**src/rtl/mandel_param_rx_pkg.sv**
```systemverilog
// mandel_param_rx_pkg: shared Q4.12 widths, reset-default parameter set and FSM encoding
package mandel_param_rx_pkg;
    localparam int BIT_INT   = 4;
    localparam int BIT_FRAC  = 12;
    localparam int N_BIT     = BIT_INT + BIT_FRAC;
    localparam int N_PAYLOAD = 10;

    // Field order matches payload byte order, so the shadow shift register casts directly.
    typedef struct packed {
        logic [7:0]       pix_x;
        logic [7:0]       pix_y;
        logic [N_BIT-1:0] cxs;
        logic [N_BIT-1:0] cys;
        logic [N_BIT-1:0] dcx;
        logic [N_BIT-1:0] dcy;
    } params_t;

    localparam params_t PARAM_RST = '{
        pix_x: 8'hFF, pix_y: 8'hFF,
        cxs: 16'hE000, cys: 16'hF000,
        dcx: 16'h0020, dcy: 16'h0020
    };

    typedef enum logic [1:0] {S_IDLE, S_PAYLOAD, S_CHECK, S_PENDING} state_e;
endpackage

```
**src/rtl/mandel_param_rx_if.sv**
```systemverilog
// mandel_param_rx_if: UART byte input, engine status and parameter-set outputs
interface mandel_param_rx_if;
    import mandel_param_rx_pkg::*;
    logic [7:0]       r_data;
    logic             r_ready;
    logic             engine_busy;
    logic [7:0]       pix_x;
    logic [7:0]       pix_y;
    logic [N_BIT-1:0] cxs;
    logic [N_BIT-1:0] cys;
    logic [N_BIT-1:0] dcx;
    logic [N_BIT-1:0] dcy;
    logic             start;
    logic             frame_err;
    logic             busy;

    modport slave (
        input  r_data, r_ready, engine_busy,
        output pix_x, pix_y, cxs, cys, dcx, dcy, start, frame_err, busy
    );
    modport master (
        output r_data, r_ready, engine_busy,
        input  pix_x, pix_y, cxs, cys, dcx, dcy, start, frame_err, busy
    );
endinterface

```
**src/rtl/mandel_byte_edge.sv**
```systemverilog
// mandel_byte_edge: one accept pulse on each rising edge of the r_ready level
module mandel_byte_edge (
    input  logic clk,
    input  logic rst,
    input  logic r_ready_i,
    output logic accept_o
);
    logic rdy_q;

    // Cleared in reset so a level held across reset release still yields one accept.
    always_ff @(posedge clk) rdy_q <= rst ? 1'b0 : r_ready_i;

    assign accept_o = r_ready_i & ~rdy_q & ~rst;
endmodule

```
**src/rtl/mandel_param_rx.sv**
```systemverilog
// mandel_param_rx: framed UART parameter receiver with checksum, timeout and engine-busy hold-off
module mandel_param_rx
    import mandel_param_rx_pkg::*;
#(
    parameter logic [7:0] SYNC_BYTE      = 8'hA5,
    parameter int         TIMEOUT_CYCLES = 70000
) (
    input logic              clk,
    input logic              rst,
    mandel_param_rx_if.slave bus
);
    localparam int GW = $clog2(TIMEOUT_CYCLES + 1);

    state_e                 state_q, state_d;
    logic [3:0]             idx_q, idx_d;
    logic [7:0]             xor_q, xor_d;
    logic [GW-1:0]          gap_q, gap_d;
    logic [8*N_PAYLOAD-1:0] shadow_q, shadow_d;
    params_t                par_q, par_d;
    logic                   start_q, start_d;
    logic                   err_q, err_d;
    logic                   accept, timeout, load;

    mandel_byte_edge u_edge (
        .clk       (clk),
        .rst       (rst),
        .r_ready_i (bus.r_ready),
        .accept_o  (accept)
    );

    // A byte arriving on the expiry cycle wins over the timeout.
    assign timeout = !accept && gap_q == GW'(TIMEOUT_CYCLES - 1);
    assign par_d   = load ? params_t'(shadow_q) : par_q;

    always_comb begin
        state_d  = state_q;
        idx_d    = idx_q;
        xor_d    = xor_q;
        shadow_d = shadow_q;
        gap_d    = '0;
        start_d  = 1'b0;
        err_d    = 1'b0;
        load     = 1'b0;
        case (state_q)
            S_IDLE: begin
                if (accept && bus.r_data == SYNC_BYTE) begin
                    state_d = S_PAYLOAD;
                    idx_d   = '0;
                    xor_d   = '0;
                end
            end
            S_PAYLOAD, S_CHECK: begin
                gap_d = accept ? '0 : gap_q + 1'b1;
                if (accept && state_q == S_PAYLOAD) begin
                    shadow_d = {shadow_q[8*N_PAYLOAD-9:0], bus.r_data};
                    xor_d    = xor_q ^ bus.r_data;
                    idx_d    = idx_q + 1'b1;
                    state_d  = idx_q == 4'(N_PAYLOAD - 1) ? S_CHECK : S_PAYLOAD;
                end else if (accept) begin
                    state_d = bus.r_data == xor_q && bus.engine_busy ? S_PENDING : S_IDLE;
                    err_d   = bus.r_data != xor_q;
                    load    = bus.r_data == xor_q && !bus.engine_busy;
                    start_d = load;
                end else if (timeout) begin
                    state_d = S_IDLE;
                    err_d   = 1'b1;
                    gap_d   = '0;
                end
            end
            S_PENDING: begin
                // Release takes priority so start and frame_err never coincide.
                load    = !bus.engine_busy;
                start_d = load;
                err_d   = accept && bus.engine_busy;
                state_d = load ? S_IDLE : S_PENDING;
            end
            default: state_d = S_IDLE;
        endcase
    end

    always_ff @(posedge clk) begin
        if (rst) begin
            state_q  <= S_IDLE;
            idx_q    <= '0;
            xor_q    <= '0;
            gap_q    <= '0;
            shadow_q <= '0;
            par_q    <= PARAM_RST;
            start_q  <= 1'b0;
            err_q    <= 1'b0;
        end else begin
            state_q  <= state_d;
            idx_q    <= idx_d;
            xor_q    <= xor_d;
            gap_q    <= gap_d;
            shadow_q <= shadow_d;
            par_q    <= par_d;
            start_q  <= start_d;
            err_q    <= err_d;
        end
    end

    assign bus.pix_x     = par_q.pix_x;
    assign bus.pix_y     = par_q.pix_y;
    assign bus.cxs       = par_q.cxs;
    assign bus.cys       = par_q.cys;
    assign bus.dcx       = par_q.dcx;
    assign bus.dcy       = par_q.dcy;
    assign bus.start     = start_q;
    assign bus.frame_err = err_q;
    assign bus.busy      = state_q != S_IDLE;
endmodule

```
**src/flat_wrapper.sv**
```systemverilog
// flat-port wrapper written by rule: the top's interface ports become plain ports
module mandel_param_rx_flat import mandel_param_rx_pkg::*;
#(
    parameter logic [7:0] SYNC_BYTE      = 8'hA5,
    parameter int         TIMEOUT_CYCLES = 70000
)
  (clk, rst, bus_r_data, bus_r_ready, bus_engine_busy, bus_pix_x, bus_pix_y, bus_cxs, bus_cys, bus_dcx, bus_dcy, bus_start, bus_frame_err, bus_busy);
  mandel_param_rx_if bus_i ();
  input logic clk;
  input logic rst;
  input wire logic [$bits(bus_i.r_data)-1:0] bus_r_data;
  input wire logic [$bits(bus_i.r_ready)-1:0] bus_r_ready;
  input wire logic [$bits(bus_i.engine_busy)-1:0] bus_engine_busy;
  output wire logic [$bits(bus_i.pix_x)-1:0] bus_pix_x;
  output wire logic [$bits(bus_i.pix_y)-1:0] bus_pix_y;
  output wire logic [$bits(bus_i.cxs)-1:0] bus_cxs;
  output wire logic [$bits(bus_i.cys)-1:0] bus_cys;
  output wire logic [$bits(bus_i.dcx)-1:0] bus_dcx;
  output wire logic [$bits(bus_i.dcy)-1:0] bus_dcy;
  output wire logic [$bits(bus_i.start)-1:0] bus_start;
  output wire logic [$bits(bus_i.frame_err)-1:0] bus_frame_err;
  output wire logic [$bits(bus_i.busy)-1:0] bus_busy;
  assign bus_i.r_data = bus_r_data;
  assign bus_i.r_ready = bus_r_ready;
  assign bus_i.engine_busy = bus_engine_busy;
  assign bus_pix_x = bus_i.pix_x;
  assign bus_pix_y = bus_i.pix_y;
  assign bus_cxs = bus_i.cxs;
  assign bus_cys = bus_i.cys;
  assign bus_dcx = bus_i.dcx;
  assign bus_dcy = bus_i.dcy;
  assign bus_start = bus_i.start;
  assign bus_frame_err = bus_i.frame_err;
  assign bus_busy = bus_i.busy;
  mandel_param_rx #(.SYNC_BYTE(SYNC_BYTE), .TIMEOUT_CYCLES(TIMEOUT_CYCLES)) u_core (.clk(clk), .rst(rst), .bus(bus_i));
endmodule
```
**config.mk**
```make
export PLATFORM = sky130hd
export DESIGN_NAME = mandel_param_rx_flat
export DESIGN_NICKNAME = d
export VERILOG_FILES = /design/src/rtl/mandel_param_rx_pkg.sv /design/src/rtl/mandel_param_rx_if.sv /design/src/rtl/mandel_byte_edge.sv /design/src/rtl/mandel_param_rx.sv /design/src/flat_wrapper.sv
export SDC_FILE = /design/constraint.sdc
export NUM_CORES = 1
export LEC_CHECK = 0
export CORE_MARGIN = 5
export CORE_UTILIZATION = 56
export DETAILED_ROUTE_END_ITERATION = 10
export PLACE_DENSITY = 0.82
export SLEW_MARGIN = 10
export SYNTH_ARGS = -nofsm -noshare
export SYNTH_HDL_FRONTEND = slang
export SYNTH_SLANG_ARGS = --single-unit
```
**constraint.sdc**
```tcl
create_clock -name clk -period 2.72 [get_ports clk]
set_input_delay 0.544 -clock clk [delete_from_list [all_inputs] [get_ports clk]]
set_output_delay 0.544 -clock clk [all_outputs]
set_load 0.03 [all_outputs]
```
==> summary.md <==
The tree is rooted in a sky130_fd_sc_hd__clkbuf_16. 0 antenna diodes ended up in the layout. Counting every net in the synthesized netlist gives 917. The cell type with the largest total area after synthesis was sky130_fd_sc_hd__dfxtp_1. Yosys attributes the largest share of cell area to sky130_fd_sc_hd__dfxtp_1 (48%), sky130_fd_sc_hd__mux2i_1 (10%), sky130_fd_sc_hd__nand2b_1 (8.8%).

For the number of antenna-violating nets in the routed design, the log shows 0. The register cell area after layout came out at 3880 um2. By instance count, the leading cell after synthesis is sky130_fd_sc_hd__dfxtp_1. The arithmetic-cell share of the synthesized area counting full adders, half adders and majority gates was 0.0109.

Dividing the synthesized area by the synthesized cell count gives 8.92 um2. The core region is 13900 um2. The later pin in the worst-skew pair is clocked with a latency of 430 ps. The placement-stage cell area came out at 9100 um2. For the final database, setup skew stands at 8.22 ps. The net count of the finished layout is 996. The finished layout holds 1168 standard cells, fillers aside.

Setup violations remaining at the end of the flow were counted as 0. The top-area cell type share of the netlist area was 0.485. In this run the static leakage power is 3.14 nW. The tools report the net switching power as 0.00112 W. For the global placement routability congestion, the log shows 0.816. Overall die area: 16800 um2.

In the synthesized netlist, the cells that appear most often are sky130_fd_sc_hd__dfxtp_1 (194), sky130_fd_sc_hd__nand2_1 (165), sky130_fd_sc_hd__nand2b_1 (113). For this run, design rule violations remaining after detail routing come to 0. The first global-routing pass estimated 27100 um of wire. The run gives 2020 ps as the arrival time at the worst endpoint. TritonCTS built the clock tree. The share of total power in sequential cells is 0.507. The layout has 1069 filler cells. The area growth from synthesis to layout is 21.2%. The floorplan step set the die height to 130 um. The internal power consumption was 0.00448 W; the post-synthesis cell type count was 43. For the worst setup path, the data required time is 2180 ps. The relative max-transition margin is 0.386, and the shortest clock period the worst path allows after layout is 2570 ps.

Count of endpoints failing hold in the final timing report: 0. The post-synthesis xor/xnor area fraction is 0.0251. The final period utilization was 0.944. The fraction of the yosys area taken by sequential cells is 0.485. Once layout is done, the placed cells without fillers occupy 9720 um2. The starting density of the core was 0.575; the via count of the first global-routing pass was 5647.

The run gives 0 as the residual overflow from global routing. STA classifies the critical path startpoint as a flip-flop. After synthesis, the largest family of logic cells by area is simple AND/OR/NAND/NOR gates. The switching part of the total was 0.200; the count of hold buffers inserted by post-cts repair was 0. For the max-cap check violation count, the log shows 0.

In this run, synthesis produced a sequential element count of 194. The final max-slew violation count was 0; the met3 global-route usage was 0.0482. Along the worst path, the maximum fanout reaches 8. The tools report the count of TritonRoute iterations in the first routing pass as 5. Using the TritonRoute via totals, the vias-per-cell ratio works out to 5.19. After global routing, the most crowded layer is met2. The tightest min-delay check is of the flip-flop to flip-flop type. The die is 130 um wide. The portion of netlist area occupied by mux cells is 0.101, and the power per cell area is 577 nW/um2.

The via total after detailed routing is 6057. The count of buffers added on input and output ports is 94. The initial antenna violation count was 0; the clock slew seen by the registers of the worst setup and hold paths was 60 ps. The clock drives 194 sinks.

The logs give 0.198 for the overall track demand over capacity in global routing and 0 for the number of warnings issued by yosys. The buffers inserted during post-CTS setup optimization was 0. The tools report the clock share of power as 0.464. The clock buffer count from CTS was 17; the global routing met2 resource utilization was 0.302. For the combinational group share of total power, the log shows 0.029. The most common flop cell mapped by yosys was sky130_fd_sc_hd__dfxtp_1. In this run, post-CTS repair resized a total of 0 instances. The largest net degree at the start of global routing is 106.

Smallest hold slack: 458 ps. The critical path is of the flip-flop to output pin type. In the final routed layout, each cell accounts on average for 14.0 um. The fraction of registers with async set/reset is 0.

Summing all multi-input logic gate instances after layout gives 3740 um2. Row generation in the floorplan step produced 43 rows. Adding up every negative setup slack in the final design gives 0 ps. The flow ran to the end, and the final reports show no timing, DRC or antenna violations. The clock tree synthesis step divided the H-tree into 4 levels.

Setup repair after global routing left no endpoint under its margin. In this run, synthesis inferred 0 flip-flops with an integrated enable. The number of standard cells after synthesis is 898.

The area fraction in compound gates after synthesis works out to 0.0795. The run gives 0.277 as the met1 usage in global routing. The buffer depth of the longest clock path came out at 2. The transition time at the pin with the least slew margin came out at 922 ps. The post-synth design cell area is 8010 um2, and the fraction of layout cells with a size suffix above 1 is 0.0688. Initial DRC count: 414. The post-synthesis share of cell area spent on and, or, nand and nor gates is 0.248. During I/O placement, the number of pins put on the boundary was 95. The tools report the number of instances in the placed design as 1138. The tools report the half-perimeter wire length after detailed placement as 10700 um.

The kind of end point of the critical path is an output pin. The top achievable clock speed came out at 390 MHz. Worst IR drop on VDD: 0.434 mV. Final wirelength: 16300 um. Total power for the finished layout comes to 0.00561 W.
## layout make-up
cell class	count	area share
clock buffers	20	0.0470
well taps	180	0.0232
clock inverters	10	0.0164
repair buffers	120	0.125
multi-input cells	634	0.385
inverters	10	0.00386
flip-flops and latches	194	0.400
## power groups by stage
stage | logic [W] | registers [W] | clock network (W)
after global placement | 0.000162 | 0.00291 | 0
after global routing | 0.000178 | 0.00284 | 0.00276
final | 0.000163 | 0.00284 | 0.00260
after CTS | 0.000163 | 0.00284 | 0.00265
after floorplan | 0.000110 | 0.00291 | 0
after detailed placement | 0.000162 | 0.00291 | 0
## per-layer routing
metal,wire [um],vias to the layer above,part of all wire
li1,-,3090,-
met1,7580,2791,0.46
met2,7680,146,0.47
met3,773,30,0.047
met4,282,0,0.017
met5,0,-,0
## state kept, by name, summed over array words and instances, names as in the netlist, 2 cells and up
name,flops
u_core.bus.dcx,16
u_core.idx_q,4
u_core.shadow_q,80
u_core.bus.pix_y,8
u_core.bus.cxs,16
u_core.state_q,2
u_core.gap_q,17
u_core.xor_q,8
u_core.bus.pix_x,8
u_core.bus.dcy,16
u_core.bus.cys,16
## cells by family after synthesis
logic type	after synthesis
buffers and inverters	70
AO/OA/AOI/OAI	114
XOR/XNOR	23
adder cells (fa/ha/maj)	7
AND/OR/NAND/NOR	409
flip-flops	194
multiplexers	81
## path summary, 6_finish.rpt
path	from	end	slack, ps	cells after the start
worst max-delay path	u_core.state_q[0]	bus_busy	150	4
worst min-delay path	u_core.gap_q[0]	u_core.gap_q[0]	460	1
worst max register to register	u_core.state_q[0]	u_core.bus.pix_x[4]	450	8
worst min register to register	u_core.gap_q[0]	u_core.gap_q[0]	460	1
## worst max-delay path, cell delays in order (launching register included)
cell	delay, ps
sky130_fd_sc_hd__dfxtp_1	410
sky130_fd_sc_hd__inv_1	70
sky130_fd_sc_hd__ha_1	340
sky130_fd_sc_hd__inv_1	110
sky130_fd_sc_hd__clkdlybuf4s50_1	670
## through the flow
step | util | worst slack, ps
after floorplan | - | 540
after CTS | 0.697 | 136
after global routing | 0.697 | 44.4
after global placement | 0.653 | 43.9
final | 0.697 | 153
after detailed placement | 0.653 | -40.6
## cells in the final DEF (no fill, tap or decap), types with 3 or more instances in the layout
cell and instances:
sky130_fd_sc_hd__xnor2_1 9, sky130_fd_sc_hd__clkbuf_16 17, sky130_fd_sc_hd__nor3_1 12, sky130_fd_sc_hd__a21oi_1 93, sky130_fd_sc_hd__nor4_1 3, sky130_fd_sc_hd__buf_4 20
sky130_fd_sc_hd__buf_12 6, sky130_fd_sc_hd__clkdlybuf4s50_1 93, sky130_fd_sc_hd__nor2_1 81, sky130_fd_sc_hd__clkinv_2 3, sky130_fd_sc_hd__inv_1 10, sky130_fd_sc_hd__xor2_1 14
sky130_fd_sc_hd__nand2_1 165, sky130_fd_sc_hd__dfxtp_1 194, sky130_fd_sc_hd__bufinv_16 4, sky130_fd_sc_hd__nand4_1 4, sky130_fd_sc_hd__nor2b_1 3, sky130_fd_sc_hd__mux2i_1 81
sky130_fd_sc_hd__ha_1 7, sky130_fd_sc_hd__and4_1 3, sky130_fd_sc_hd__o21ai_0 8, sky130_fd_sc_hd__nand2b_1 113, sky130_fd_sc_hd__nand3_1 9
Note: power is estimated with default switching activity, not from simulation.
